**src/rtl/wb_j1_pkg.sv**
```systemverilog
// Shared state encoding and constants for the J1 / Wishbone arbiter.
package wb_j1_pkg;

  typedef enum logic [1:0] {
    IDLE = 2'd0,
    DBUS = 2'd1,
    IBUS = 2'd2
  } wb_j1_state_e;

  localparam int DEF_ADDR_W      = 16;
  localparam int DEF_DATA_W      = 16;
  localparam int DEF_TIMEOUT_CYC = 255;

  // Returned on wb_err or timeout; sliced to DATA_W at the point of use.
  localparam int                    MAX_DATA_W = 64;
  localparam logic [MAX_DATA_W-1:0] ERR_DATA   = '1;

endpackage

```
**src/rtl/wb_j1_watchdog.sv**
```systemverilog
// Access watchdog for wb_j1_arbiter: counts busy cycles and flags LIMIT reached.
// Only built when WB_J1_TIMEOUT_EN is defined.
`ifdef WB_J1_TIMEOUT_EN
module wb_j1_watchdog #(
  parameter int LIMIT = 255
) (
  input  logic clk,
  input  logic rst_n,
  input  logic clear,
  input  logic enable,
  output logic expired
);

  logic [15:0] count;

  assign expired = (count == 16'(LIMIT));

  always_ff @(posedge clk or negedge rst_n) begin
    if (!rst_n) begin
      count <= '0;
    end else if (clear) begin
      count <= '0;
    end else if (enable && !expired) begin
      count <= count + 16'd1;
    end
  end

endmodule
`endif

```
**src/rtl/wb_j1_arbiter.sv**
```systemverilog
// J1 ibus/dbus to single Wishbone classic master bridge with data-first arbitration.
// Optional access watchdog enabled by defining WB_J1_TIMEOUT_EN.
//
// state | meaning
// IDLE  | no Wishbone cycle; picks data request first, then fetch
// DBUS  | Wishbone cycle on behalf of the data bus
// IBUS  | Wishbone cycle on behalf of the instruction fetch
module wb_j1_arbiter
  import wb_j1_pkg::*;
#(
  parameter int ADDR_W      = DEF_ADDR_W,
  parameter int DATA_W      = DEF_DATA_W,
  parameter int TIMEOUT_CYC = DEF_TIMEOUT_CYC
) (
  input  logic              clk,
  input  logic              rst_n,
  input  logic [ADDR_W-1:0] ibus_adr,
  input  logic              ibus_re,
  output logic [DATA_W-1:0] ibus_dat,
  output logic              ibus_ack,
  input  logic [ADDR_W-1:0] dbus_adr,
  input  logic              dbus_re,
  input  logic              dbus_we,
  input  logic [DATA_W-1:0] dbus_s_dat_i,
  output logic [DATA_W-1:0] dbus_s_dat_o,
  output logic              dbus_ack,
  output logic              stall,
  output logic              bus_err,
  output logic [ADDR_W-1:0] wb_adr,
  output logic [DATA_W-1:0] wb_m_dat_o,
  input  logic [DATA_W-1:0] wb_m_dat_i,
  output logic              wb_we,
  output logic              wb_stb,
  output logic              wb_cyc,
  input  logic              wb_ack,
  input  logic              wb_err
);

  localparam logic [1:0] ST_IDLE = IDLE;
  localparam logic [1:0] ST_DBUS = DBUS;
  localparam logic [1:0] ST_IBUS = IBUS;

  logic [1:0]        state;
  logic              i_done, d_done;
  logic              i_req, d_req;
  logic              busy, term, term_err, timeout_hit;
  logic [DATA_W-1:0] rd_val;

  assign d_req    = (dbus_re | dbus_we) & ~d_done;
  assign i_req    = ibus_re & ~i_done;
  assign stall    = d_req | i_req;
  assign busy     = (state == ST_DBUS) || (state == ST_IBUS);
  assign term_err = busy & (wb_err | timeout_hit);
  assign term     = busy & (wb_ack | wb_err | timeout_hit);
  assign rd_val   = term_err ? ERR_DATA[DATA_W-1:0] : wb_m_dat_i;
  assign wb_cyc   = wb_stb;

`ifdef WB_J1_TIMEOUT_EN
  wb_j1_watchdog #(.LIMIT(TIMEOUT_CYC)) u_watchdog (
    .clk     (clk),
    .rst_n   (rst_n),
    .clear   (~busy),
    .enable  (busy),
    .expired (timeout_hit)
  );
`else
  assign timeout_hit = busy & (TIMEOUT_CYC == 0);
`endif

  always_ff @(posedge clk or negedge rst_n) begin
    if (!rst_n) begin
      state        <= ST_IDLE;
      i_done       <= 1'b0;
      d_done       <= 1'b0;
      ibus_ack     <= 1'b0;
      dbus_ack     <= 1'b0;
      bus_err      <= 1'b0;
      wb_stb       <= 1'b0;
      wb_we        <= 1'b0;
      wb_adr       <= '0;
      wb_m_dat_o   <= '0;
      ibus_dat     <= '0;
      dbus_s_dat_o <= '0;
    end else begin
      ibus_ack <= 1'b0;
      dbus_ack <= 1'b0;
      bus_err  <= 1'b0;
      // A J1 instruction retires whenever stall is low; arm for the next one.
      if (!stall) begin
        i_done <= 1'b0;
        d_done <= 1'b0;
      end
      case (state)
        ST_IDLE: begin
          if (d_req) begin
            state      <= ST_DBUS;
            wb_adr     <= dbus_adr;
            wb_we      <= dbus_we;
            wb_m_dat_o <= dbus_s_dat_i;
            wb_stb     <= 1'b1;
          end else if (i_req) begin
            state  <= ST_IBUS;
            wb_adr <= ibus_adr;
            wb_we  <= 1'b0;
            wb_stb <= 1'b1;
          end
        end
        ST_DBUS, ST_IBUS: begin
          if (term) begin
            state   <= ST_IDLE;
            wb_stb  <= 1'b0;
            wb_we   <= 1'b0;
            bus_err <= term_err;
            if (state == ST_DBUS) begin
              dbus_ack <= 1'b1;
              d_done   <= 1'b1;
              if (!wb_we) dbus_s_dat_o <= rd_val;
            end else begin
              ibus_ack <= 1'b1;
              i_done   <= 1'b1;
              ibus_dat <= rd_val;
            end
          end
        end
        default: begin
          state  <= ST_IDLE;
          wb_stb <= 1'b0;
          wb_we  <= 1'b0;
        end
      endcase
    end
  end

endmodule

```
**config.mk**
```make
export PLATFORM = sky130hd
export DESIGN_NAME = wb_j1_arbiter
export DESIGN_NICKNAME = d
export VERILOG_FILES = /design/src/rtl/wb_j1_pkg.sv /design/src/rtl/wb_j1_watchdog.sv /design/src/rtl/wb_j1_arbiter.sv
export SDC_FILE = /design/constraint.sdc
export NUM_CORES = 1
export LEC_CHECK = 0
export ABC_AREA = 1
export CELL_PAD_IN_SITES_DETAIL_PLACEMENT = 1
export CELL_PAD_IN_SITES_GLOBAL_PLACEMENT = 2
export CORE_ASPECT_RATIO = 1.4
export CORE_MARGIN = 2
export CORE_UTILIZATION = 21
export DETAILED_ROUTE_END_ITERATION = 7
export MAX_ROUTING_LAYER = met4
export PLACE_DENSITY_LB_ADDON = 0.1
export SYNTH_ARGS = -nofsm -noshare
export SYNTH_HDL_FRONTEND = slang
export SYNTH_SLANG_ARGS = --single-unit
```
**constraint.sdc**
```tcl
create_clock -name clk -period 1.4 [get_ports clk]
set_input_delay 0.28 -clock clk [delete_from_list [all_inputs] [get_ports clk]]
set_output_delay 0.28 -clock clk [all_outputs]
set_load 0.03 [all_outputs]
```
-- Yosys cells after proc, flatten, opt, wreduce, memory -nomap -nowiden
Cells that the tools add are included.
- eq/ne operators: 4
- muxes and demuxes: 30
- bitwise operators: 11
- reduce and logical (&&, ||, !) cells: 9
- operator list (cell ; count):
    $mux W16 ; 3
    $mux W1 ; 21
    $mux W2 ; 3
    $reduce_and A2 Y1 ; 3
    $and A1 B1 Y1 ; 4
    $not A1 Y1 ; 4
    $pmux W1 S2 ; 2
    $pmux W2 S2 ; 1
    $reduce_and A4 Y1 ; 1
    $ne A3 B3 Y1 const B ; 1
    $or A1 B1 Y1 ; 3
    $reduce_and A3 Y1 ; 1
    $eq A2 B1 Y1 const B ; 1
    $eq A2 B2 Y1 const B ; 1
    $logic_not A2 Y1 ; 1
    $ne A2 B2 Y1 const B ; 1
    $reduce_bool A2 Y1 ; 1
    $reduce_or A2 Y1 ; 1
    $logic_or A1 B1 Y1 ; 1
- register bits: 73
- bits of input ports: 71
- output and inout port bits: 71
- word-level logic and storage cells: 66

-- Depth between registers and ports, before layout
Gate-level depths: netlist (run 1).
- depth in word-level cells: 7
- depth in mapped cells: 8
- gate-level depth less buffers: 7

-- Worst setup path before layout (run 1)
OpenSTA, ideal clock, no wires.
- path kind: flip-flop to flip-flop
- from: register state[0]
- to: register ibus_dat[10]
- setup time: 0.119 ns
- arrival: 1.397 ns
- path slack: -0.115 ns
- cell stages (with the launch flop): 9
- period minus slack after synthesis: 1.515 ns
- cell sequence: dfrtp_1 -> inv_1 -> ha_1 -> nand2_1 -> clkinv_1 -> buf_2 -> nor2_1 -> nand2_1 -> o21a_1
- cells in the longest elaborated chain, start to end: 4
- elaborated cells between the ends (all ways): 9
- those cells by class: 2 x eq/ne; 1 x mux; 3 x bitwise; 3 x reduce/logical
- ends and longest elaborated chain (what ; line ; source):
    start, declared ; wb_j1_arbiter.sv:43 ; logic [1:0] state;
    start signal, assigned ; wb_j1_arbiter.sv:72 ; state <= ST_IDLE;
    start signal, assigned ; wb_j1_arbiter.sv:96 ; state <= ST_DBUS;
    start signal, assigned ; wb_j1_arbiter.sv:102 ; state <= ST_IBUS;
    $eq A2 B1 Y1 or $eq A2 B2 Y1 (tied branches) ; wb_j1_arbiter.sv:52, wb_j1_arbiter.sv:93, wb_j1_arbiter.sv:114 ;
    $logic_or A1 B1 Y1 ; wb_j1_arbiter.sv:52 ; assign busy = (state == ST_DBUS) || (state == ST_IBUS);
    $and A1 B1 Y1 (on tied branches) ; wb_j1_arbiter.sv:54, wb_j1_arbiter.sv:53 ;
    $reduce_and A3 Y1 (no source line) or $mux W16 (tied branches) ; -- ;
    end signal, assigned ; wb_j1_arbiter.sv:121 ; ibus_dat <= rd_val;
    end, declared ; wb_j1_arbiter.sv:19 ; output logic [DATA_W-1:0] ibus_dat,
Parallel ways exist; a longest one is shown, timed or not.
A chain may end at the register's enable or synchronous reset.

-- Worst setup path after layout (run 1)
- from: register state[1]
- to: register ibus_dat[13]
The elaborated chain is that of the path after synthesis.

==> impl_results.md, run 1 <==
* Logic pwr share at 0.597
* DP HPWL at 7.15 mm
* All-Layer GR Usage at 0.135
* Die height at 149 um
* DRC violations left at 0
* Input/output buffers at 141
* FMAX at 712 MHz
* Critical R2R Capture: ibus_dat[13]$_DFFE_PN0P_
* Worst setup SP type: register
* Ys Warns at 0
* Post-route ant nets at 0
* Root buffer cell: clkbuf_16
* Reg2reg start: state[1]$_DFFE_PN0P_
* Vias/cell at 4.16
* Die width at 108 um
* Setup violations, final at 6
* CP Capture Type: register
* EDFF count, synth at 0
* #FFs+latches synth at 73
* Sequential share of the synthesized area at 0.577
* GPL Wtd Cong at 0.669
* Primary FF master, synth: dfrtp_1
* Failing checks: setup timing
* Register Area at 1830 um^2
* Async S/R FF share, synth at 1.00
* Critical Path RT at 1.62 ns
* Largest net degree at the start of global routing at 74
* Grt ovf at 0
* Min-delay src: wb_m_dat_o[0]$_DFFE_PN0P_
* Int Power at 8.03 mW
* Filler cells at 1721
* R2R Setup Slk at -0.004 ns
* CTS Buf Count at 9
* Clk pwr share at 0.148
* Status: finished with violations
* Synth cell types at 29
* FP Rows at 53
* Share of layout cells above drive strength 1 at 0.203
* Clock-pin slew on the worst setup and hold paths at 0.06 ns
* VDD IR-drop max at 0.943 mV
* Final-stage net count at 600
* First-pass GRT wire length at 16.2 mm
* Hold_ws at 0.468 ns
* Min Tclk post-route at 1.40 ns
* Total length of routed wires at 10.5 mm
* Worst-Skew Late Latency at 0.33 ns
* CTS tree: yes
* RSZ-0062 raised after global routing: true
* Drt pass-1 iters at 3
* Switching share of power at 0.454
* Worst Hold End: wb_m_dat_o[0]$_DFFE_PN0P_
* Post-Synthesis Cell Area at 3160 um^2
* Syn-to-layout area delta at 74.3%
* Vias in the first global route at 3197
* PD cells at 2670 nW/um^2
* Slew HR at 0.716
* Final Hold Fails at 0
* Core area at 14900 um^2
* I/O pin cnt at 142
* Die area at 16100 um^2
* Final slew viol count at 0
* Arrival time at the worst endpoint at 1.63 ns
* Initial Util at 0.213
* Worst slew pin tran at 0.426 ns
* Proportion of power drawn by flip-flops and latches at 0.255
* Finished Core Util at 0.371
* Via Count at 3009
* Max Cap Viol at 0
* N_diodes at 0
* Antenna violations before repair at 0
* CTS H-Tree Depth at 3
* Mapped Cells at 357
* Final Skew at 0.00588 ns
* Worst Hold Class: register to register
* P_leak at 2.60 nW
* Hold Path Stages at 2
* Max Buffers Root-to-Sink at 2
* CP Max Fanout at 8
* Psw at 6.67 mW
* CP Class: register to register
* 1st-iter DRT viols at 104
* R2r worst-path depth at 7
* Sink Count at 73
* Avg Cell Area, Syn at 8.86 um^2
* Post-route setup slack at -0.00375 ns
* Multi-input logic area at 1310 um^2
* Period utilisation layout at 1.00
* Drt wl/cell at 14.6 um
* Mapped Nets at 431
[synth_stat cells, drive strengths merged, types with 2 or more instances]
cell type | instances | share of area
o22ai | 2 | 0.0040
nand2 | 176 | 0.22
dfrtp | 73 | 0.58
o21a | 16 | 0.038
clkbuf | 3 | 0.0040
nand3 | 18 | 0.028
ha | 3 | 0.012
buf | 14 | 0.036
nor2 | 21 | 0.028
inv | 8 | 0.0095
o21ai | 18 | 0.032
[power by group through the flow]
stage / Combinational, mW / Clock (mW) / Sequential [mW]
final: 8.78 / 2.18 / 3.75
after floorplan: 3.04 / 0 / 5.56
after global routing: 9.58 / 2.36 / 3.88
after CTS: 8.53 / 2.28 / 3.75
after global placement: 8.45 / 0 / 3.76
after detailed placement: 8.52 / 0 / 3.79
[cell usage in the layout, fill, tap and decap left out, drive strengths merged, types with 2 or more instances in the layout]
master and instances:
dlygate4sd2 22, ha 3, inv 11, buf 40, clkdlybuf4s15 35, o21ai 18
dfrtp 73, clkinvlp 2, clkinv 3, o22ai 2, clkbuf 19, clkdlybuf4s50 67
o21a 16, nand3 18, nand2 176, nor2 21
[flip-flops by register name, summed over array words and instances, names as in the netlist]
| signal | flops |
|---|---|
| i_done | 1 |
| ibus_dat | 16 |
| dbus_ack | 1 |
| wb_m_dat_o | 16 |
| wb_adr | 16 |
| dbus_s_dat_o | 16 |
| wb_cyc | 1 |
| state | 2 |
| bus_err | 1 |
| d_done | 1 |
| wb_we | 1 |
| ibus_ack | 1 |
[metal layers]
layer  GRT usage  part of all wire  vias to the layer above
met1       0.148              0.39                     1459
li1            -                 -                     1459
met4      0.0442             0.012                        0
met5           -                 0                        -
met2       0.233              0.53                       84
met3      0.0402             0.067                        7
[area by class of cell]
class,count,area share
repair buffers,175,0.329
clock inverters,7,0.00998
clock buffers,9,0.0408
multi-input cells,258,0.238
inverters,9,0.00703
well taps,192,0.0435
flip-flops and latches,73,0.331
[logic make-up (layout without fill, tap and decap cells)]
group           after synthesis  after routing  share of synthesized area
compound gates               37             37                     0.0791
fa+ha+maj                     3              3                     0.0119
simple gates                218            218                      0.281
flops                        73             73                      0.577
buf+inv                      26            200                     0.0506
[worst max path at each step]
stage                    startpoint                            to  slack, ns  cells after the start
2_1_floorplan  state[0]$_DFFE_PN0P_      ibus_dat[10]$_DFFE_PN0P_      0.006                      8
3_3_place_gp                dbus_re         wb_adr[4]$_DFFE_PN0P_      -0.30                      5
3_5_place_dp                dbus_we        wb_adr[13]$_DFFE_PN0P_      -0.31                      7
4_1_cts        state[1]$_DFFE_PN0P_      ibus_dat[10]$_DFFE_PN0P_      -0.03                      8
5_1_grt        state[0]$_DFFE_PN0P_  dbus_s_dat_o[10]$_DFFE_PN0P_      -0.09                      8
6_report       state[1]$_DFFE_PN0P_      ibus_dat[13]$_DFFE_PN0P_     -0.004                      7
[per-stage QoR]
step	instances	power [mW]	area [um^2]	TNS, ns	setup slack [ns]
after global routing	723	15.8	5520	-2.18	-0.0915
after global placement	696	12.2	5010	-13.44	-0.304
final	723	14.7	5520	-0.00907	-0.00375
after CTS	720	14.6	5370	-0.280	-0.0333
after detailed placement	696	12.3	5010	-15.03	-0.315
after floorplan	357	8.59	3200	0	0.00560
[worst max-delay path, stage by stage, from the launching register on]
cell,delay (ns)
dfrtp_1,0.38
inv_2,0.09
ha_4,0.22
o21ai_4,0.08
nor2_4,0.07
buf_12,0.13
clkbuf_16,0.16
o21a_1,0.16
[what timing repair did]
action                                  in CTS  in global routing
endpoints found under the setup margin     109                 78
hold buffers                                 1                  0
gates resized for setup                     87                 71
hold endpoints to repair                    39                  0
setup buffers                                6                  1
cloned                                       1                  2
pin swaps                                    5                  1
(Power assumes the default switching activity.)
==> inputs of run 2 (changes only) <==
--- a/config.mk
+++ b/config.mk
@@ -10,7 +10,8 @@
 export CELL_PAD_IN_SITES_GLOBAL_PLACEMENT = 2
 export CORE_ASPECT_RATIO = 1.4
 export CORE_MARGIN = 2
-export CORE_UTILIZATION = 21
+export CORE_UTILIZATION = 22
+export CTS_BUF_LIST = sky130_fd_sc_hd__clkbuf_4
 export DETAILED_ROUTE_END_ITERATION = 7
 export MAX_ROUTING_LAYER = met4
 export PLACE_DENSITY_LB_ADDON = 0.1
==> run 2 against run 1 <==
  * The flow still finishes with violations (setup timing)
  * Fmax fell by 8.9%
  * First-iteration DRC count fell by 35%
  * Hold slack got worse by 0.080 ns
  * Clock power fell by 39%
  * Sequential cell count did not move
  * Sequential power barely moved
  * Sequential share of layout area rose by 1.4 points
  * Via count rose by 2.3%
  * Critical path type unchanged
==> impl_results.md, run 2 (synthesis results as in run 1) <==
* FMAX at 649 MHz
* Via Count at 3077
* Finished Core Util at 0.380
* Slew HR at 0.705
* CP Max Fanout at 8
* Worst Hold Class: primary input to register
* Drt pass-1 iters at 4
* Initial Util at 0.226
* Die area at 15400 um^2
* Critical R2R Capture: dbus_s_dat_o[13]$_DFFE_PN0P_
* Min-delay src: dbus_s_dat_i[10]
* Die width at 105 um
* VDD IR-drop max at 0.993 mV
* Final Instance Area at 5300 um^2
* Final-stage net count at 610
* Syn-to-layout area delta at 67.6%
* TNS Setup at -2.05 ns
* Worst-Skew Late Latency at 0.42 ns
* RSZ-0062 raised after global routing: true
* Total length of routed wires at 10.8 mm
* Critical Path RT at 1.70 ns
* Grt ovf at 0
* Max Cap Viol at 0
* Setup violations, final at 29
* Share of layout cells above drive strength 1 at 0.341
* Drt wl/cell at 14.9 um
* R2r worst-path depth at 10
* Arrival time at the worst endpoint at 1.84 ns
* Min Tclk post-route at 1.54 ns
* All-Layer GR Usage at 0.141
* GPL Wtd Cong at 0.704
* Failing checks: setup timing
* Die height at 146 um
* Worst setup SP type: register
* Worst Hold End: wb_m_dat_o[10]$_DFFE_PN0P_
* Pre-CTS WS at -0.313 ns
* Root buffer cell: clkbuf_4
* Post-route setup slack at -0.141 ns
* DP Area at 5000 um^2
* Clock-pin slew on the worst setup and hold paths at 0.13 ns
* CTS tree: yes
* Core area at 14000 um^2
* 1st-iter DRT viols at 68
* FP Rows at 51
* Input/output buffers at 141
* Period utilisation layout at 1.10
* Cell Count, Final, Fillers Out at 726
* Placed insts at 690
* CP Class: register to register
* Final Hold Fails at 0
* CTS Buf Count at 9
* Final slew viol count at 0
* Sink Count at 73
* Reg2reg start: state[1]$_DFFE_PN0P_
* Filler cells at 1616
* Max Buffers Root-to-Sink at 2
* DRC violations left at 0
* First-pass GRT wire length at 16.7 mm
* Hold Path Stages at 3
* Worst slew pin tran at 0.443 ns
* Final Total Pwr at 14.2 mW
* Vias/cell at 4.24
* Vias in the first global route at 3332
* I/O pin cnt at 142
* PD cells at 2670 nW/um^2
* P_leak at 2.56 nW
* Most frequent cells in the layout: nand2_1 (159), dfrtp_1 (72), clkdlybuf4s50_1 (69), buf_2 (62), buf_4 (21)
* DP HPWL at 7.26 mm
* Largest net degree at the start of global routing at 74
* Status: finished with violations
* Final Skew at 0.0155 ns
* Commonest non-fill, non-tap cell in the layout: nand2_1
* CP Capture Type: register
* CTS H-Tree Depth at 3
* Hold_ws at 0.388 ns
* R2R Setup Slk at -0.14 ns
* Antenna violations before repair at 1
* Post-route ant nets at 0
## run 2: what timing repair did
| action | in CTS | in global routing |
|---|---|---|
| pin swaps | 2 | 4 |
| setup buffers | 6 | 6 |
| resized for setup | 357 | 48 |
| gates cloned | 0 | 7 |
| hold buffers | 1 | 0 |
| endpoints found under the setup margin | 118 | 54 |
| hold endpoints to repair | 73 | 0 |
## run 2: area by class of cell
| class | instances | area [um^2] | area share |
|---|---|---|---|
| repair buffers | 185 | 1710 | 0.323 |
| clock buffers | 10 | 75.1 | 0.0142 |
| flip-flops and latches | 73 | 1830 | 0.345 |
| well taps | 185 | 231 | 0.0436 |
| diodes | 1 | 2.50 | 0.000472 |
| inverters | 9 | 40.0 | 0.00755 |
| multi-input cells | 258 | 1360 | 0.256 |
| clock inverters | 5 | 57.6 | 0.0109 |
## run 2: where the power goes
group | switching, mW | internal [mW] | leakage (nW) | total (mW)
registers | 0.598 | 3.15 | 0.878 | 3.75
clock network | 0.781 | 0.552 | 0.0645 | 1.33
logic | 5.33 | 3.77 | 1.62 | 9.10
## run 2: worst max path at each step
stage / startpoint / endpoint / slack (ns)
2_1_floorplan: state[0]$_DFFE_PN0P_ / ibus_dat[10]$_DFFE_PN0P_ / 0.006
5_1_grt: state[1]$_DFFE_PN0P_ / dbus_s_dat_o[6]$_DFFE_PN0P_ / -0.25
6_report: state[1]$_DFFE_PN0P_ / dbus_s_dat_o[13]$_DFFE_PN0P_ / -0.14
4_1_cts: wb_cyc$_DFFE_PN0P_ / wb_stb / -0.08
3_3_place_gp: dbus_we / wb_adr[15]$_DFFE_PN0P_ / -0.30
3_5_place_dp: dbus_we / wb_adr[15]$_DFFE_PN0P_ / -0.31
## run 2: layer usage
metal	routed length, um	GRT usage	share of wire	vias up
li1	-	-	-	1479
met1	4490	0.159	0.41	1508
met2	5710	0.241	0.53	83
met3	525	0.0372	0.048	7
met4	114	0.0440	0.011	0
met5	0	-	0	-
## run 2: worst max-delay path, stage by stage (launching register included)
cell and delay (ns):
dfrtp_1 0.41, inv_2 0.09, buf_6 0.11, ha_4 0.11, inv_2 0.03, nor2_4 0.07, nand3b_1 0.16, buf_6 0.18
clkbuf_16 0.16, nand2_1 0.06, o21ai_1 0.06
